**config.mk**
```make
export PLATFORM = sky130hd
export DESIGN_NAME = axi_lite_slave_bridge
export DESIGN_NICKNAME = d
export VERILOG_FILES = /design/src/rtl/axi_lite_slave_bridge.sv
export SDC_FILE = /design/constraint.sdc
export NUM_CORES = 1
export LEC_CHECK = 0
export BUFFER_PORTS_ARGS = -buffer_cell sky130_fd_sc_hd__buf_2
export CAP_MARGIN = 25
export CORE_ASPECT_RATIO = 1.4
export CORE_UTILIZATION = 36
export CTS_CLUSTER_DIAMETER = 50
export DETAILED_ROUTE_END_ITERATION = 8
export HOLD_SLACK_MARGIN = 0.03
export RECOVER_POWER = 25
export SLEW_MARGIN = 20
export SYNTH_ARGS = -nofsm -noshare
export SYNTH_HDL_FRONTEND = slang
export SYNTH_SLANG_ARGS = --single-unit
```
**constraint.sdc**
```tcl
create_clock -name clk_i -period 5.35 [get_ports clk_i]
set_input_delay 0.2675 -clock clk_i [delete_from_list [all_inputs] [get_ports clk_i]]
set_output_delay 0.2675 -clock clk_i [all_outputs]
set_load 0.005 [all_outputs]
```
**src/rtl/axi_lite_slave_bridge.sv**
```systemverilog
// -----------------------------------------------------------------------------
// axi_lite_slave_bridge
//
// Bridges an AXI4-Lite slave port onto a simple single-strobe peripheral
// handshake. It holds one outstanding read and one outstanding write.
//
// AR, AW and W are each captured into a one-entry holding register. A capture
// register frees up only when its R or B response handshake completes. When
// both a read and a write are pending, they are served round-robin. An address
// outside [ADDR_BASE, ADDR_BASE+ADDR_SIZE) is answered with DECERR and no
// peripheral strobe.
//
// Optional feature macro: AXI_SLV_TIMEOUT_EN
//   defined   - hs_ready_i wait is bounded by TIMEOUT_CYC cycles; expiry -> SLVERR
//   undefined - the bridge waits indefinitely for hs_ready_i
//
// Ports
//   clk_i, rst_i                      clock (rising edge), async active-low reset
//   arvalid_i/arready_o/araddr_i      AXI read address channel
//   rvalid_o/rready_i/rdata_o/rresp_o AXI read data channel
//   awvalid_i/awready_o/awaddr_i      AXI write address channel
//   wvalid_i/wready_o/wdata_i/wstrb_i AXI write data channel
//   bvalid_o/bready_i/bresp_o         AXI write response channel
//   hs_read_o/hs_write_o              peripheral strobes, held until hs_ready_i
//   hs_addr_o/hs_data_o               peripheral address / write data
//   hs_ready_i/hs_data_i              peripheral completion / read data
//   byte_select_o                     write strobes on writes, all ones on reads
// -----------------------------------------------------------------------------
module axi_lite_slave_bridge #(
  parameter int                ADDR_W      = 32,
  parameter int                DATA_W      = 32,
  parameter logic [ADDR_W-1:0] ADDR_BASE   = '0,
  parameter logic [ADDR_W-1:0] ADDR_SIZE   = ADDR_W'('h1000),
  parameter int                TIMEOUT_CYC = 255
) (
  input  logic                  clk_i,
  input  logic                  rst_i,
  input  logic                  arvalid_i,
  output logic                  arready_o,
  input  logic [ADDR_W-1:0]     araddr_i,
  output logic                  rvalid_o,
  input  logic                  rready_i,
  output logic [DATA_W-1:0]     rdata_o,
  output logic [1:0]            rresp_o,
  input  logic                  awvalid_i,
  output logic                  awready_o,
  input  logic [ADDR_W-1:0]     awaddr_i,
  input  logic                  wvalid_i,
  output logic                  wready_o,
  input  logic [DATA_W-1:0]     wdata_i,
  input  logic [DATA_W/8-1:0]   wstrb_i,
  output logic                  bvalid_o,
  input  logic                  bready_i,
  output logic [1:0]            bresp_o,
  output logic                  hs_read_o,
  output logic                  hs_write_o,
  output logic [ADDR_W-1:0]     hs_addr_o,
  output logic [DATA_W-1:0]     hs_data_o,
  input  logic                  hs_ready_i,
  input  logic [DATA_W-1:0]     hs_data_i,
  output logic [DATA_W/8-1:0]   byte_select_o
);

  localparam int STRB_W = DATA_W / 8;

  localparam logic [1:0] RESP_OKAY   = 2'b00;
  localparam logic [1:0] RESP_SLVERR = 2'b10;
  localparam logic [1:0] RESP_DECERR = 2'b11;

  if (!((DATA_W == 32) || (DATA_W == 64)) || (TIMEOUT_CYC < 1)) begin : g_cfg_err
    $error("axi_lite_slave_bridge: DATA_W must be 32 or 64 and TIMEOUT_CYC >= 1");
  end

  typedef enum logic [2:0] {
    S_IDLE   = 3'd0,
    S_DEC    = 3'd1,
    S_SLV_R  = 3'd2,
    S_SLV_W  = 3'd3,
    S_R_RESP = 3'd4,
    S_B_RESP = 3'd5
  } state_t;

  state_t state_q, state_d;

  // capture registers
  logic              ar_full_q, aw_full_q, w_full_q;
  logic              ar_full_d, aw_full_d, w_full_d;
  logic [ADDR_W-1:0] ar_addr_q, aw_addr_q;
  logic [DATA_W-1:0] w_data_q;
  logic [STRB_W-1:0] w_strb_q;

  logic ar_hs, aw_hs, w_hs;
  logic r_done, b_done;
  logic rd_pend, wr_pend, pick_wr;

  // sel_wr_q is both the side being served and the last side served, so it
  // doubles as the round-robin flag. Reset to "write" so reads go first.
  logic sel_wr_q;

  logic [ADDR_W-1:0] dec_addr, dec_off;
  logic              dec_hit;
  logic              to_hit;

  assign ar_hs  = arvalid_i && arready_o;
  assign aw_hs  = awvalid_i && awready_o;
  assign w_hs   = wvalid_i  && wready_o;
  assign r_done = (state_q == S_R_RESP) && rready_i;
  assign b_done = (state_q == S_B_RESP) && bready_i;

  assign rd_pend = ar_full_q;
  assign wr_pend = aw_full_q && w_full_q;
  assign pick_wr = wr_pend && (!rd_pend || !sel_wr_q);

  // Offset compare handles both below-base addresses (wrap to large) and
  // windows ending at the top of the address space.
  assign dec_addr = sel_wr_q ? aw_addr_q : ar_addr_q;
  assign dec_off  = dec_addr - ADDR_BASE;
  assign dec_hit  = (dec_off < ADDR_SIZE);

  always_comb begin
    ar_full_d = ar_full_q;
    aw_full_d = aw_full_q;
    w_full_d  = w_full_q;
    if (ar_hs)  ar_full_d = 1'b1;
    if (aw_hs)  aw_full_d = 1'b1;
    if (w_hs)   w_full_d  = 1'b1;
    if (r_done) ar_full_d = 1'b0;
    if (b_done) begin
      aw_full_d = 1'b0;
      w_full_d  = 1'b0;
    end
  end

  // Control registers: capture flags, readies and round-robin flag.
  // Readies are registered copies of !full, so they rise one edge after reset.
  always_ff @(posedge clk_i or negedge rst_i) begin
    if (!rst_i) begin
      ar_full_q <= 1'b0;
      aw_full_q <= 1'b0;
      w_full_q  <= 1'b0;
      arready_o <= 1'b0;
      awready_o <= 1'b0;
      wready_o  <= 1'b0;
      sel_wr_q  <= 1'b1;
    end else begin
      ar_full_q <= ar_full_d;
      aw_full_q <= aw_full_d;
      w_full_q  <= w_full_d;
      arready_o <= !ar_full_d;
      awready_o <= !aw_full_d;
      wready_o  <= !w_full_d;
      if ((state_q == S_IDLE) && (rd_pend || wr_pend)) sel_wr_q <= pick_wr;
    end
  end

  // Capture payloads; meaningful only while the matching full flag is set.
  always_ff @(posedge clk_i) begin
    if (ar_hs) ar_addr_q <= araddr_i;
    if (aw_hs) aw_addr_q <= awaddr_i;
    if (w_hs) begin
      w_data_q <= wdata_i;
      w_strb_q <= wstrb_i;
    end
  end

`ifdef AXI_SLV_TIMEOUT_EN
  localparam int CNT_W = $clog2(TIMEOUT_CYC + 1);
  logic [CNT_W-1:0] to_cnt_q;

  // The counter restarts on every entry to a strobe state.
  always_ff @(posedge clk_i or negedge rst_i) begin
    if (!rst_i) begin
      to_cnt_q <= '0;
    end else if (state_q == S_DEC) begin
      to_cnt_q <= '0;
    end else if ((state_q == S_SLV_R) || (state_q == S_SLV_W)) begin
      to_cnt_q <= to_cnt_q + 1'b1;
    end
  end

  assign to_hit = (to_cnt_q == CNT_W'(TIMEOUT_CYC - 1));
`else
  assign to_hit = 1'b0;
`endif

  // FSM state register
  always_ff @(posedge clk_i or negedge rst_i) begin
    if (!rst_i) state_q <= S_IDLE;
    else        state_q <= state_d;
  end

  // FSM next state
  always_comb begin
    state_d = state_q;
    case (state_q)
      S_IDLE:   if (rd_pend || wr_pend) state_d = S_DEC;
      S_DEC: begin
        if (dec_hit) state_d = sel_wr_q ? S_SLV_W  : S_SLV_R;
        else         state_d = sel_wr_q ? S_B_RESP : S_R_RESP;
      end
      S_SLV_R:  if (hs_ready_i || to_hit) state_d = S_R_RESP;
      S_SLV_W:  if (hs_ready_i || to_hit) state_d = S_B_RESP;
      S_R_RESP: if (rready_i) state_d = S_IDLE;
      S_B_RESP: if (bready_i) state_d = S_IDLE;
      default:  state_d = S_IDLE;
    endcase
  end

  // FSM outputs
  always_comb begin
    hs_read_o  = 1'b0;
    hs_write_o = 1'b0;
    rvalid_o   = 1'b0;
    bvalid_o   = 1'b0;
    case (state_q)
      S_SLV_R:  hs_read_o  = 1'b1;
      S_SLV_W:  hs_write_o = 1'b1;
      S_R_RESP: rvalid_o   = 1'b1;
      S_B_RESP: bvalid_o   = 1'b1;
      default:  ;
    endcase
  end

  // Peripheral request and response registers. Loaded only on the way into a
  // strobe or response state, so they hold while valids/strobes are up or low.
  always_ff @(posedge clk_i or negedge rst_i) begin
    if (!rst_i) begin
      hs_addr_o     <= '0;
      hs_data_o     <= '0;
      byte_select_o <= '0;
      rdata_o       <= '0;
      rresp_o       <= RESP_OKAY;
      bresp_o       <= RESP_OKAY;
    end else begin
      case (state_q)
        S_DEC: begin
          if (dec_hit) begin
            hs_addr_o <= dec_addr;
            if (sel_wr_q) begin
              hs_data_o     <= w_data_q;
              byte_select_o <= w_strb_q;
            end else begin
              byte_select_o <= '1;
            end
          end else if (sel_wr_q) begin
            bresp_o <= RESP_DECERR;
          end else begin
            rdata_o <= '0;
            rresp_o <= RESP_DECERR;
          end
        end
        S_SLV_R: begin
          if (hs_ready_i) begin
            rdata_o <= hs_data_i;
            rresp_o <= RESP_OKAY;
          end else if (to_hit) begin
            rdata_o <= '0;
            rresp_o <= RESP_SLVERR;
          end
        end
        S_SLV_W: begin
          if (hs_ready_i)  bresp_o <= RESP_OKAY;
          else if (to_hit) bresp_o <= RESP_SLVERR;
        end
        default: ;
      endcase
    end
  end

endmodule

```
## Word-level counts from Yosys, hierarchy flattened

Index checks and enable logic that the tools add are counted.
Widths: inputs -> output; s select.

| cells by class | value |
|---|---|
| $lt $le $gt $ge | 1 |
| equality and inequality tests | 13 |
| mux-type cells | 32 |
| reductions and logical operators | 23 |

Operators by type and width:

| kind | count |
|---|---|
| $mux 32 | 4 |
| $pmux 32 s2 | 1 |
| $lt 32x13->1 const B | 1 |
| $mux 3 | 6 |
| $pmux 3 s6 | 1 |
| $ne 2x2->1 const B | 7 |
| $mux 1 | 12 |
| $mux 2 | 5 |
| $logic_and 1x1->1 | 8 |
| $pmux 2 s2 | 2 |
| $reduce_and 4->1 | 2 |
| $eq 3x2->1 const B | 2 |
| $eq 3x3->1 const B | 2 |
| $logic_not 1->1 | 5 |
| $reduce_and 5->1 | 1 |
| $mux 4 | 1 |
| $reduce_bool 2->1 | 2 |
| $eq 3x1->1 const B | 1 |
| $logic_not 3->1 | 1 |
| $reduce_and 3->1 | 1 |
| $logic_or 1x1->1 | 2 |
| $ne 2x1->1 const B | 1 |
| $reduce_and 2->1 | 1 |

| storage, ports and cells | value |
|---|---|
| bits in registers | 214 |
| bits of input ports | 140 |
| output and inout port bits | 111 |
| logic and storage cells | 87 |

## Depth between registers and ports, before layout

Gate-level depths: netlist of the first run.

| logic depth | value |
|---|---|
| depth after elaboration | 4 |
| depth in mapped cells | 7 |
| mapped depth without buffers | 4 |

## Least setup slack after synthesis of the first run

No wires, ideal clock.

| timing path | value |
|---|---|
| kind | register to register |
| from | register sel_wr_q |
| to | register hs_addr_o[10] |
| setup time | 125 ps |
| arrival | 2033 ps |
| required time | 5225 ps |
| path slack | 3192 ps |
| stages on the path, launching flop included | 7 |
| buffers on the path | 2 |
| period minus slack after synthesis | 2158 ps |
| cells stage by stage | dfstp_2 buf_6 or4b_1 o22ai_4 o2111ai_4 buf_6 mux2_4 |

| between the ends | value |
|---|---|
| longest elaborated chain between the ends | 3 |

RTL lines:

| item | line | text |
|---|---|---|
| start: declaration | 98 | `logic sel_wr_q;` |
| start signal: assignment | 152 | `if ((state_q == S_IDLE) && (rd_pend \|\| wr_pend)) sel_wr_q <= pick_wr;` |
| $mux 32 * | 116 | `assign dec_addr = sel_wr_q ? aw_addr_q : ar_addr_q;` |
| $lt 32x13->1 | 118 | `assign dec_hit = (dec_off < ADDR_SIZE);` |
| $reduce_and 2->1 (no line) | - |  |
| end signal: assignment | 238 | `hs_addr_o <= dec_addr;` |
| end: declaration | 57 | `output logic [ADDR_W-1:0] hs_addr_o,` |

Mark *: on every way between the ends. The rest lies on a longest branch, timed or not.
A chain may end at the register's enable or synchronous reset.

## Final worst setup path of the first run

| timing path | value |
|---|---|
| from | register sel_wr_q |
| to | register hs_addr_o[6] |

Same word-level chain as after synthesis.

==> results.md, run 1 <==
* Routability Congestion: 0.7347
* effective utilization at floorplan: 36.62%
* total length of routed wires: 18930 um
* post-synthesis instance area: 0.007765 mm^2
* count of vias placed by the detailed router: 5475
* Final #Nets: 1018
* Avg Inst Size Synth: 16.01 um^2
* clock sink total: 212
* adder and majority cell fraction of the synthesized area: 0%
* number of global-route vias before repair: 5699
* CTS tree: yes
* largest cells by area after synthesis: sky130_fd_sc_hd__edfxtp_1, sky130_fd_sc_hd__dfrtp_1, sky130_fd_sc_hd__mux2_2, sky130_fd_sc_hd__a22oi_1, sky130_fd_sc_hd__o21ai_0
* category of the most critical setup path: flip-flop to flip-flop
* final hold vios: 0
* post-DP HPWL: 11980 um
* clock tree root driver cell: sky130_fd_sc_hd__clkbuf_16
* share of synthesized area occupied by flip-flops and latches: 74.78%
* routed via count divided by cell count: 4.736
* routed wire length on met3: 960 um
* post-detailed-route wirelength per cell: 16.37 um
* EDFF count, synth: 100
* Remaining Overflow, GRT: 0
* Setup Total Neg Slack: 0 ns
* flip-flop cell with the highest count after synthesis: sky130_fd_sc_hd__dfrtp_1
* data arrival time of the critical path: 3.13 ns
* share of the synthesized netlist area taken by xor and xnor gates: 0%
* Clock Tree Buf Depth: 3
* global-route wire length before repair: 29060 um
* Placed Area: 0.009278 mm^2
* total die area: 0.02217 mm^2
* Synthesized Nets: 625
* proportion of register bits with asynchronous set or reset after synthesis: 52.83%
* layout cells sized above 1: 40.07%
* placeable core region: 0.02120 mm^2
* highest layer used for signal routing: met4
* Die X: 126.1 um
* antenna diode count: 0
* fin crit period: 2.747 ns
* final-layout fill cell count: 1704
* number of buffers added by the clock tree synthesis step: 24
* Synth cell types: 43
* post-route clock skew: 0.01031 ns
* insertion delay to the later sink of the worst-skew pair: 0.51 ns
* total count of max-transition violations in the final report: 40
* number of I/O port buffers: 250
* basic-gate share of the synthesized area counting and, or, nand and nor cells: 6.397%
* result of the run: finished, violations left
* Setup Buffers After CTS: 0
* routed metal-1 wire length: 7081 um
* number of placed I/O pins: 251
* total area of sequential cells: 0.005807 mm^2
* maximum achievable frequency: 364.0 MHz
* number of remaining DRC errors: 0
* met2 routed WL: 10350 um
* failing checks: max-capacitance violations, max-slew violations
* final clock period utilization by the worst path: 51.35%
* post-synth top area share: 38.67%
* multiplexer fraction of the synthesized cell area: 9.136%
* number of antenna violations at the first check in global routing: 0
* endpoint class of the critical path: flip-flop
* number of warnings reported in the yosys synthesis log: 0
* worst-case headroom to the max-slew limit: -43.15%
* commonest non-fill, non-tap cell in the layout: sky130_fd_sc_hd__buf_2
* RSZ-0062 raised after global routing: no
* static leakage power: 5.295 nW
* post-route standard cell area excluding fillers: 0.01149 mm^2
* cell count after synthesis: 485
* Layout area overhead: 48.02%
* count of antenna-violating nets left after detailed routing: 0
* ratio of total power to cell area: 357.3 mW/mm^2
* Initial DRC Count: 228
* pin count of the biggest net entering global routing: 75
* synthesized-area fraction occupied by ao, oa, aoi and oai cells: 7.799%
* global routing usage summed across all routing layers: 16.73%
* detailed-router iteration count before antenna repair: 6
* setup violation total in the final timing report: 0
* Vert. Die Dim: 175.8 um
* data required time at the worst endpoint: 5.74 ns
* number of rows created at floorplan: 63
* Worst Tran Pin Value: 2.147 ns
* number of flip-flops and latches in the synthesized netlist: 212
* H-tree levels: 1
* area of the multi-input gates: 0.001827 mm^2
* largest family of logic cells by synthesized area: multiplexers
* cell taking the most area after synthesis: sky130_fd_sc_hd__edfxtp_1
* commonest cells after routing, fill and taps aside: sky130_fd_sc_hd__buf_2, sky130_fd_sc_hd__dlygate4sd3_1, sky130_fd_sc_hd__dfrtp_1, sky130_fd_sc_hd__edfxtp_1, sky130_fd_sc_hd__mux2_2
* Max Cap Violations: 1
* startpoint types: flip-flop
* largest vdd supply drop: 0.0002617 V
* Crit Path Max Fanout: 28
* class of the most critical hold timing path: primary input to flip-flop
* post-CTS clock slew at the launch and capture registers of the worst setup and hold paths: 0.06 ns
-- final cells by class --
class / instances / share of cell area (%)
Sequential cell: 212 / 50.52
Multi-Input combinational cell: 241 / 15.89
Timing Repair Buffer: 393 / 23.72
Clock buffer: 35 / 6.303
Tap cell: 260 / 2.830
Inverter: 6 / 0.1960
Clock inverter: 9 / 0.5334
-- power by group --
group	switching [mW]	total [mW]	internal (mW)	leakage, nW
clock	0.643	1.59	0.947	0.388
sequential	0.107	2.02	1.92	2.46
combinational	0.249	0.494	0.245	2.45
-- synthesized netlist by cell type, types with 2 or more instances --
cell,n
sky130_fd_sc_hd__clkbuf_1,19
sky130_fd_sc_hd__nor3_1,5
sky130_fd_sc_hd__o21a_1,2
sky130_fd_sc_hd__nand2_1,37
sky130_fd_sc_hd__nor4_1,4
sky130_fd_sc_hd__buf_4,2
sky130_fd_sc_hd__nor2_1,5
sky130_fd_sc_hd__and2_1,25
sky130_fd_sc_hd__a22oi_1,32
sky130_fd_sc_hd__a21oi_1,2
sky130_fd_sc_hd__inv_1,6
sky130_fd_sc_hd__edfxtp_1,100
sky130_fd_sc_hd__mux2_2,50
sky130_fd_sc_hd__dfrtp_1,111
sky130_fd_sc_hd__nand2b_1,6
sky130_fd_sc_hd__buf_2,3
sky130_fd_sc_hd__nor2b_1,2
sky130_fd_sc_hd__a31oi_1,3
sky130_fd_sc_hd__mux2_4,9
sky130_fd_sc_hd__buf_6,2
sky130_fd_sc_hd__and4_1,2
sky130_fd_sc_hd__o21ai_0,37
-- cell families (layout without fill, tap and decap cells) --
kind of cell,count (synthesis),count (layout)
simple gates,93,93
compound gates,88,88
mux,60,60
buf+inv,32,443
flops,212,212
-- per-stage QoR --
step           total power, mW  hold WS [ns]  util (%)  worst slack [ns]  cells
2_1_floorplan            2.275      -0.02809         -             3.192    485
4_1_cts                  4.150       0.03100     53.74             2.294   1151
6_report                 4.107       0.07463     54.20             2.603   1156
3_5_place_dp             2.469        0.2762     43.75             2.317    974
5_1_grt                  4.286       0.07208     54.20             2.283   1156
3_3_place_gp             2.445        0.2620     43.68             2.411    973
-- timing repair --
item                                   in CTS  in global routing
hold buffers                              133                  1
endpoints found under the hold margin     171                  1
resized for setup                           0                  0
-- sequential cells by signal, summed over array words and instances, names as in the netlist, 3 cells and up --
name / cells
ar_addr_q: 32
aw_addr_q: 32
hs_addr_o: 32
hs_data_o: 32
rdata_o: 32
w_data_q: 32
byte_select_o: 4
w_strb_q: 4
state_q: 3
-- critical path: stages (launching register included) --
cell and delay (ns):
sky130_fd_sc_hd__dfstp_2 0.91, sky130_fd_sc_hd__or4b_1 0.54, sky130_fd_sc_hd__o22ai_4 0.24, sky130_fd_sc_hd__o2111ai_4 0.31, sky130_fd_sc_hd__buf_16 0.29, sky130_fd_sc_hd__mux2_4 0.31
-- per-layer routing --
| metal | global-route usage (%) | up-vias |
|---|---|---|
| li1 | - | 2575 |
| met1 | 18.11 | 2657 |
| met2 | 31.86 | 202 |
| met3 | 3.046 | 41 |
| met4 | 6.576 | 0 |
| met5 | 0 | - |
-- path summary, 6_finish.rpt --
check,start,endpoint,slack [ns],cells after the start
max,sel_wr_q$_DFFE_PN1P_,hs_addr_o[6]$_DFFE_PN0P_,2.60,5
min,hs_ready_i,state_q[1]$_DFFE_PN0P_,0.07,2
max reg2reg,sel_wr_q$_DFFE_PN1P_,hs_addr_o[6]$_DFFE_PN0P_,2.60,5
min reg2reg,ar_full_q$_DFF_PN0_,sel_wr_q$_DFFE_PN1P_,0.46,1
max in group asynchronous,rst_i,hs_addr_o[18]$_DFFE_PN0P_,2.78,4
min in group asynchronous,rst_i,hs_data_o[7]$_DFFE_PN0P_,0.94,2
Note: power is estimated with default switching activity, not from simulation.
==> inputs of run 2 (changes only) <==
ABC_AREA = 1   (was default)
clock period = 2.4 ns   (was 5.35 ns; I/O delays follow)
==> results.md, run 2 <==
* EDFF count, synth: 100, unchanged
* antenna diode count: 0, unchanged
* post-route clock skew: 0.01108 ns, was 0.01031 ns
* Routability Congestion: 0.7934, was 0.7347
* static leakage power: 5.946 nW, was 5.295 nW
* setup violation total in the final timing report: 0, unchanged
* Synthesized Nets: 827, was 625
* fraction of power spent switching nets: 27.39%, was 24.33%
* share of total power in the clock network: 34.7%, was 38.7%
* layout cells sized above 1: 27.28%, was 40.07%
* post-synth top area share: 37.95%, was 38.67%
* startpoint types: flip-flop, unchanged
* Placed Area: 0.009527 mm^2, was 0.009278 mm^2
* final hold vios: 0, unchanged
* placeable core region: 0.02136 mm^2, was 0.02120 mm^2
* CTS tree: yes, unchanged
* insertion delay to the later sink of the worst-skew pair: 0.49 ns, was 0.51 ns
* Max Cap Violations: 0, was 1
* Power Internal: 6.706 mW, was 3.107 mW
* flip-flop cell with the highest count after synthesis: sky130_fd_sc_hd__dfrtp_1, unchanged
* post-route total power: 9.236 mW, was 4.107 mW
* data required time at the worst endpoint: 2.83 ns, was 5.74 ns
* Clock Tree Buf Depth: 3, unchanged
* Setup Buffers After CTS: 0, unchanged
* global-route wire length before repair: 32090 um, was 29060 um
* top cell types by occurrence after synthesis: sky130_fd_sc_hd__nand2_1, sky130_fd_sc_hd__dfrtp_1, sky130_fd_sc_hd__edfxtp_1, sky130_fd_sc_hd__nand3_1, sky130_fd_sc_hd__inv_1, was sky130_fd_sc_hd__dfrtp_1, sky130_fd_sc_hd__edfxtp_1, sky130_fd_sc_hd__mux2_2, sky130_fd_sc_hd__nand2_1, sky130_fd_sc_hd__o21ai_0
* data arrival time of the critical path: 2.54 ns, was 3.13 ns
* area of the multi-input gates: 0.001705 mm^2, was 0.001827 mm^2
* reported net switching power: 2.530 mW, was 0.9994 mW
* number of rows created at floorplan: 63, unchanged
* routed via count divided by cell count: 4.490, was 4.736
* Initial DRC Count: 228, unchanged
* proportion of register bits with asynchronous set or reset after synthesis: 52.83%, unchanged
* stage delay of the slowest cell on the critical path: 0.55 ns, was 0.91 ns
* Remaining Overflow, GRT: 0, unchanged
* Worst Tran Pin Value: 1.412 ns, was 2.147 ns
* fin crit period: 2.112 ns, was 2.747 ns
* number of warnings reported in the yosys synthesis log: 0, unchanged
* total die area: 0.02258 mm^2, was 0.02217 mm^2
* global routing usage summed across all routing layers: 18.30%, was 16.73%
* commonest non-fill, non-tap cell in the layout: sky130_fd_sc_hd__nand2_1, was sky130_fd_sc_hd__buf_2
* largest vdd supply drop: 0.0006496 V, was 0.0002617 V
* maximum achievable frequency: 473.4 MHz, was 364.0 MHz
* count of instances resized after the clock tree is built: 0, unchanged
* post-detailed-route wirelength per cell: 15.00 um, was 16.37 um
* class of the most critical hold timing path: primary input to flip-flop, unchanged
* number of global-route vias before repair: 6329, was 5699
* largest cells by area after synthesis: sky130_fd_sc_hd__edfxtp_1, sky130_fd_sc_hd__dfrtp_1, sky130_fd_sc_hd__nand2_1, sky130_fd_sc_hd__nand3_1, sky130_fd_sc_hd__inv_1, was sky130_fd_sc_hd__edfxtp_1, sky130_fd_sc_hd__dfrtp_1, sky130_fd_sc_hd__mux2_2, sky130_fd_sc_hd__a22oi_1, sky130_fd_sc_hd__o21ai_0
* commonest cells after routing, fill and taps aside: sky130_fd_sc_hd__nand2_1, sky130_fd_sc_hd__buf_2, sky130_fd_sc_hd__dlygate4sd3_1, sky130_fd_sc_hd__dfrtp_1, sky130_fd_sc_hd__edfxtp_1, was sky130_fd_sc_hd__buf_2, sky130_fd_sc_hd__dlygate4sd3_1, sky130_fd_sc_hd__dfrtp_1, sky130_fd_sc_hd__edfxtp_1, sky130_fd_sc_hd__mux2_2
* Avg Inst Size Synth: 11.52 um^2, was 16.01 um^2
* share of total power in combinational logic: 18.1%, was 12.0%
* Synth cell types: 27, was 43
* total area of sequential cells: 0.005807 mm^2, unchanged
* post-DP HPWL: 12880 um, was 11980 um
* number of flip-flops and latches in the synthesized netlist: 212, unchanged
* pin count of the biggest net entering global routing: 56, was 75
* Layout area overhead: 46.03%, was 48.02%
* Setup Total Neg Slack: 0 ns, unchanged
* smallest hold slack: 0.2897 ns, was 0.07463 ns
* CTS Hold Buffers Added: 138, was 133
* cell repeated most along the worst path: sky130_fd_sc_hd__nand2_1
* Crit Path Max Fanout: 23, was 28
* number of I/O port buffers: 250, unchanged
* most repeated cell in the gate-level netlist after synthesis: sky130_fd_sc_hd__nand2_1, was sky130_fd_sc_hd__dfrtp_1
* post-route standard cell area excluding fillers: 0.01155 mm^2, was 0.01149 mm^2
* Die X: 127.3 um, was 126.1 um
* end-of-flow core utilization: 54.09%, was 54.20%
* ordered cell list for the critical path: buf_4, nand2_1, nand2_1, nand2_1, nor2_1, nand2_1, nor2_4, nand4_4, inv_2, buf_12, nand2_1, nand2_1, was or4b_1, o22ai_4, o2111ai_4, buf_16, mux2_4
* H-tree levels: 1, unchanged
* final-layout fill cell count: 1835, was 1704
* endpoint class of the critical path: flip-flop, unchanged
* total length of routed wires: 20820 um, was 18930 um
* count of antenna-violating nets left after detailed routing: 0, unchanged
* post-synthesis instance area: 0.007913 mm^2, was 0.007765 mm^2
* slowest cell on the critical path: sky130_fd_sc_hd__dfstp_2, unchanged
* ratio of total power to cell area: 799.4 mW/mm^2, was 357.3 mW/mm^2
* worst-case headroom to the max-slew limit: 5.852%, was -43.15%
* clock tree root driver cell: sky130_fd_sc_hd__clkbuf_16, unchanged
* category of the most critical setup path: flip-flop to flip-flop, unchanged
* proportion of power drawn by flip-flops and latches: 47.2%, was 49.2%
* total count of max-transition violations in the final report: 0, was 40
* RSZ-0062 raised after global routing: no, unchanged
* detailed-router iteration count before antenna repair: 6, unchanged
* number of antenna violations at the first check in global routing: 0, unchanged
* Vert. Die Dim: 177.4 um, was 175.8 um
* number of buffers added by the clock tree synthesis step: 21, was 24
* clock sink total: 212, unchanged
* cell count after synthesis: 687, was 485
* effective utilization at floorplan: 37.04%, was 36.62%
* Final #Nets: 1222, was 1018
* result of the run: complete, no violations, was finished, violations left
* final clock period utilization by the worst path: 88.01%, was 51.35%
* count of vias placed by the detailed router: 6232, was 5475
* number of placed I/O pins: 251, unchanged
* number of remaining DRC errors: 0, unchanged
* share of synthesized area occupied by flip-flops and latches: 73.39%, was 74.78%
* cell taking the most area after synthesis: sky130_fd_sc_hd__edfxtp_1, unchanged
* post-CTS clock slew at the launch and capture registers of the worst setup and hold paths: 0.07 ns, was 0.06 ns
-- run 2: cell types whose count changed after synthesis, moves of 9 or more --
| cell | previous run | this run |
|---|---|---|
| sky130_fd_sc_hd__nand2_1 | 37 | 251 |
| sky130_fd_sc_hd__mux2_2 | 50 | 0 |
| sky130_fd_sc_hd__and2_1 | 25 | 0 |
| sky130_fd_sc_hd__o21ai_1 | 0 | 16 |
| sky130_fd_sc_hd__mux2_4 | 9 | 0 |
| sky130_fd_sc_hd__nor2_1 | 5 | 19 |
| sky130_fd_sc_hd__clkbuf_1 | 19 | 10 |
| sky130_fd_sc_hd__mux2i_1 | 0 | 12 |
| sky130_fd_sc_hd__inv_1 | 6 | 54 |
| sky130_fd_sc_hd__o21ai_0 | 37 | 3 |
| sky130_fd_sc_hd__nand3_1 | 0 | 71 |
| sky130_fd_sc_hd__a22oi_1 | 32 | 0 |
-- run 2: per-layer routing --
metal	vias to the layer above	track usage [%]	wire [um]
met4	0	9.077	896
met3	56	3.015	1012
li1	3017	-	-
met2	230	33.31	10940
met5	-	0	0
met1	2929	20.59	7964
-- run 2: cells by family (layout without fill, tap and decap cells) --
| kind of cell | Yosys count | in the layout | synth area share (%) |
|---|---|---|---|
| flip-flops | 212 | 212 | 73.39 |
| buffers and inverters | 89 | 498 | 5.060 |
| AO/OA/AOI/OAI | 21 | 21 | 1.328 |
| AND/OR/NAND/NOR | 353 | 353 | 18.71 |
| multiplexers | 12 | 12 | 1.518 |
-- run 2: path summary, 6_finish.rpt --
path	endpoint	depth (start not counted)	slack (ns)	start
max in group asynchronous	sel_wr_q$_DFFE_PN1P_	3	0.93	rst_i
setup / recovery	hs_data_o[16]$_DFFE_PN0P_	12	0.29	sel_wr_q$_DFFE_PN1P_
hold reg to reg	hs_data_o[15]$_DFFE_PN0P_	2	0.44	w_data_q[15]$_DFFE_PP_
setup reg to reg	hs_data_o[16]$_DFFE_PN0P_	12	0.29	sel_wr_q$_DFFE_PN1P_
hold / removal	w_data_q[4]$_DFFE_PP_	3	0.29	wvalid_i
min in group asynchronous	hs_addr_o[19]$_DFFE_PN0P_	2	0.49	rst_i
-- run 2: power groups by stage --
stage	Clock, mW	Sequential, mW	Combinational [mW]
floorplan	0	4.40	1.03
global placement	0	4.42	1.51
detailed placement	0	4.43	1.52
CTS	3.28	4.36	1.70
global route	3.43	4.39	1.87
finish	3.20	4.36	1.67
-- run 2: critical path, delay by kind of cell (launching register included) --
| family | cells | cell delay (ns) |
|---|---|---|
| AND/OR/NAND/NOR | 9 | 0.78 |
| buffers and inverters | 3 | 0.69 |
| flip-flops | 1 | 0.55 |
-- run 2: area by class of cell --
| class | count | area share, % |
|---|---|---|
| Timing Repair Buffer | 403 | 24.16 |
| Multi-Input combinational cell | 386 | 14.76 |
| Tap cell | 292 | 3.162 |
| Sequential cell | 212 | 50.25 |
| Inverter | 58 | 1.906 |
| Clock inverter | 15 | 1.180 |
| Clock buffer | 22 | 4.580 |
-- run 2: stage by stage --
step,setup WS (ns),cells
6_report,0.2878,1388
3_3_place_gp,0.3027,1213
2_1_floorplan,0.5452,687
3_5_place_dp,0.2741,1213
4_1_cts,0.2531,1388
5_1_grt,0.07717,1388
==> inputs of run 3 (changes only) <==
HOLD_SLACK_MARGIN = 0.12   (was 0.03)
clock period = 2.35 ns   (was 2.4 ns; I/O delays follow)
==> results.md, run 3 (same netlist as run 2, synthesis figures left out) <==
* placeable core region: 0.02136 mm^2, unchanged
* non-filler cells in the finished layout: 1395, was 1388
* setup violation total in the final timing report: 0, unchanged
* worst-case headroom to the max-slew limit: -20.52%, was 5.852%
* global-route wire length before repair: 31600 um, was 32090 um
* commonest cells after routing, fill and taps aside: sky130_fd_sc_hd__nand2_1, sky130_fd_sc_hd__buf_2, sky130_fd_sc_hd__dlygate4sd3_1, sky130_fd_sc_hd__dfrtp_1, sky130_fd_sc_hd__edfxtp_1, unchanged
* number of rows created at floorplan: 63, unchanged
* Crit Path Max Fanout: 23, unchanged
* number of buffers added by the clock tree synthesis step: 22, was 21
* ordered cell list for the critical path: buf_4, nand2_1, nand2_1, nand2_1, nor2_1, nand2_1, nor2_4, nand4_4, inv_2, buf_12, nand2_1, nand2_1, unchanged
* Setup Total Neg Slack: 0 ns, unchanged
* Final #Nets: 1226, was 1222
* class of the most critical hold timing path: primary input to flip-flop, unchanged
* final hold vios: 0, unchanged
* post-route clock skew: 0.008680 ns, was 0.01108 ns
* total area of sequential cells: 0.005807 mm^2, unchanged
* Placed Area: 0.009522 mm^2, was 0.009527 mm^2
* H-tree levels: 1, unchanged
* maximum achievable frequency: 477.4 MHz, was 473.4 MHz
* Remaining Overflow, GRT: 0, unchanged
* launch point of the worst reg-to-reg path: sel_wr_q$_DFFE_PN1P_, unchanged
* Setup Buffers After CTS: 0, unchanged
* pin count of the biggest net entering global routing: 71, was 56
* total die area: 0.02258 mm^2, unchanged
* hold wc startpoint: wdata_i[0], was wvalid_i
* failing checks: max-capacitance violations, max-slew violations
* total length of routed wires: 20210 um, was 20820 um
* ratio of total power to cell area: 823.4 mW/mm^2, was 799.4 mW/mm^2
* setup slack of the critical path after layout: 0.2554 ns, was 0.2878 ns
* stage delay of the slowest cell on the critical path: 0.55 ns, about the same
* Worst Tran Pin Value: 1.808 ns, was 1.412 ns
* startpoint types: flip-flop, unchanged
* static leakage power: 5.981 nW, was 5.946 nW
* number of global-route vias before repair: 6254, was 6329
* count of antenna-violating nets left after detailed routing: 0, unchanged
* area of the multi-input gates: 0.001705 mm^2, unchanged
* Initial DRC Count: 292, was 228
* number of remaining DRC errors: 0, unchanged
* RSZ-0062 raised after global routing: no, unchanged
* layout cells sized above 1: 27.04%, was 27.28%
* Vert. Die Dim: 177.4 um, unchanged
* smallest hold slack: 0.3320 ns, was 0.2897 ns
* post-detailed-route wirelength per cell: 14.49 um, was 15.00 um
* Max Cap Violations: 2, was 0
* post-route standard cell area excluding fillers: 0.01160 mm^2, was 0.01155 mm^2
* effective utilization at floorplan: 37.04%, unchanged
* number of placed I/O pins: 251, unchanged
* final-layout fill cell count: 1799, was 1835
* global routing usage summed across all routing layers: 17.96%, was 18.30%
* clock sink total: 212, unchanged
* post-CTS clock slew at the launch and capture registers of the worst setup and hold paths: 0.06 ns, was 0.07 ns
* total count of max-transition violations in the final report: 102, was 0
* routed via count divided by cell count: 4.375, was 4.490
* Layout area overhead: 46.63%, was 46.03%
* Die X: 127.3 um, unchanged
* data required time at the worst endpoint: 2.78 ns, was 2.83 ns
* number of I/O port buffers: 250, unchanged
* largest vdd supply drop: 0.0006685 V, was 0.0006496 V
* Clock Tree Buf Depth: 3, unchanged
* Critical Path Start: sel_wr_q$_DFFE_PN1P_, unchanged
* data arrival time of the critical path: 2.52 ns, was 2.54 ns
* endpoint class of the critical path: flip-flop, unchanged
* Setup Slack @ Placement: 0.2048 ns, was 0.2741 ns
* fin crit period: 2.095 ns, was 2.112 ns
* Placed Cells incl. Taps: 1214, was 1213
* post-DP HPWL: 12850 um, was 12880 um
* final clock period utilization by the worst path: 89.13%, was 88.01%
* result of the run: finished, violations left, was complete, no violations
* insertion delay to the later sink of the worst-skew pair: 0.49 ns, about the same
* count of vias placed by the detailed router: 6103, was 6232
* Routability Congestion: 0.7950, was 0.7934
* detailed-router iteration count before antenna repair: 4, was 6
* cell repeated most along the worst path: sky130_fd_sc_hd__nand2_1, unchanged
* CTS tree: yes, unchanged
* category of the most critical setup path: flip-flop to flip-flop, unchanged
* commonest non-fill, non-tap cell in the layout: sky130_fd_sc_hd__nand2_1, unchanged
* slowest cell on the critical path: sky130_fd_sc_hd__dfstp_2, unchanged
* clock tree root driver cell: sky130_fd_sc_hd__clkbuf_16, unchanged
* number of antenna violations at the first check in global routing: 1, was 0
==> run 3: cell types whose count changed in the layout (fill, tap and decap cells not counted), sizes merged <==
cell | before | now
clkbuf | 36 | 42
buf | 251 | 254
clkinvlp | 5 | 1
dlygate4sd3 | 138 | 140
clkinv | 8 | 7
diode | 0 | 1
==> run 3: critical path, delay by kind of cell (launching register included) <==
kind          cells  cell delay, ns
buf+inv           3            0.70
flops             1            0.55
simple gates      9            0.75
==> run 3: final cells by class <==
type / instances / share of cell area (%)
sequential: 212 / 50.05
timing repair buffer: 406 / 24.08
multi-input combinational: 386 / 14.70
clock buffer: 30 / 5.187
tap: 292 / 3.149
inverter: 58 / 1.898
clock inverter: 10 / 0.9166
antenna: 1 / 0.02157
==> run 3: timing repair <==
item / 4_1_cts / 5_1_grt
endpoints found under the hold margin: 258 / 0
hold buffers: 140 / 0
gates resized for setup: 0 / 0
==> run 3: final timing paths <==
kind / end / slack, ns / depth (start not counted)
min in group asynchronous: rdata_o[13]$_DFFE_PN0P_ / 0.70 / 3
worst min-delay path: w_data_q[0]$_DFFE_PP_ / 0.33 / 2
worst max-delay path: hs_data_o[11]$_DFFE_PN0P_ / 0.26 / 12
max in group asynchronous: hs_data_o[12]$_DFFE_PN0P_ / 0.47 / 3
worst min register to register: hs_data_o[1]$_DFFE_PN0P_ / 0.44 / 2
worst max register to register: hs_data_o[11]$_DFFE_PN0P_ / 0.26 / 12
==> run 3: metrics by stage <==
stage               total power [mW]  util [%]
floorplan                      5.546         -
global placement               6.048     44.57
detailed placement             6.072     44.57
CTS                            9.679     54.45
global route                   10.04     54.31
finish                         9.554     54.31
==> run 3: where the power goes <==
part	switching (mW)	internal [mW]
clock	1.38	2.02
combinational	1.04	0.662
sequential	0.136	4.32
total	2.55	7.00
==> run 3: layer usage <==
metal  global-route usage (%)  vias up  share of wire [%]
li1                         -     3019                  -
met1                    20.04     2856                 39
met2                    33.15      185                 53
met3                    3.346       43                4.8
met4                    7.688        0                3.4
met5                        0        -                  0
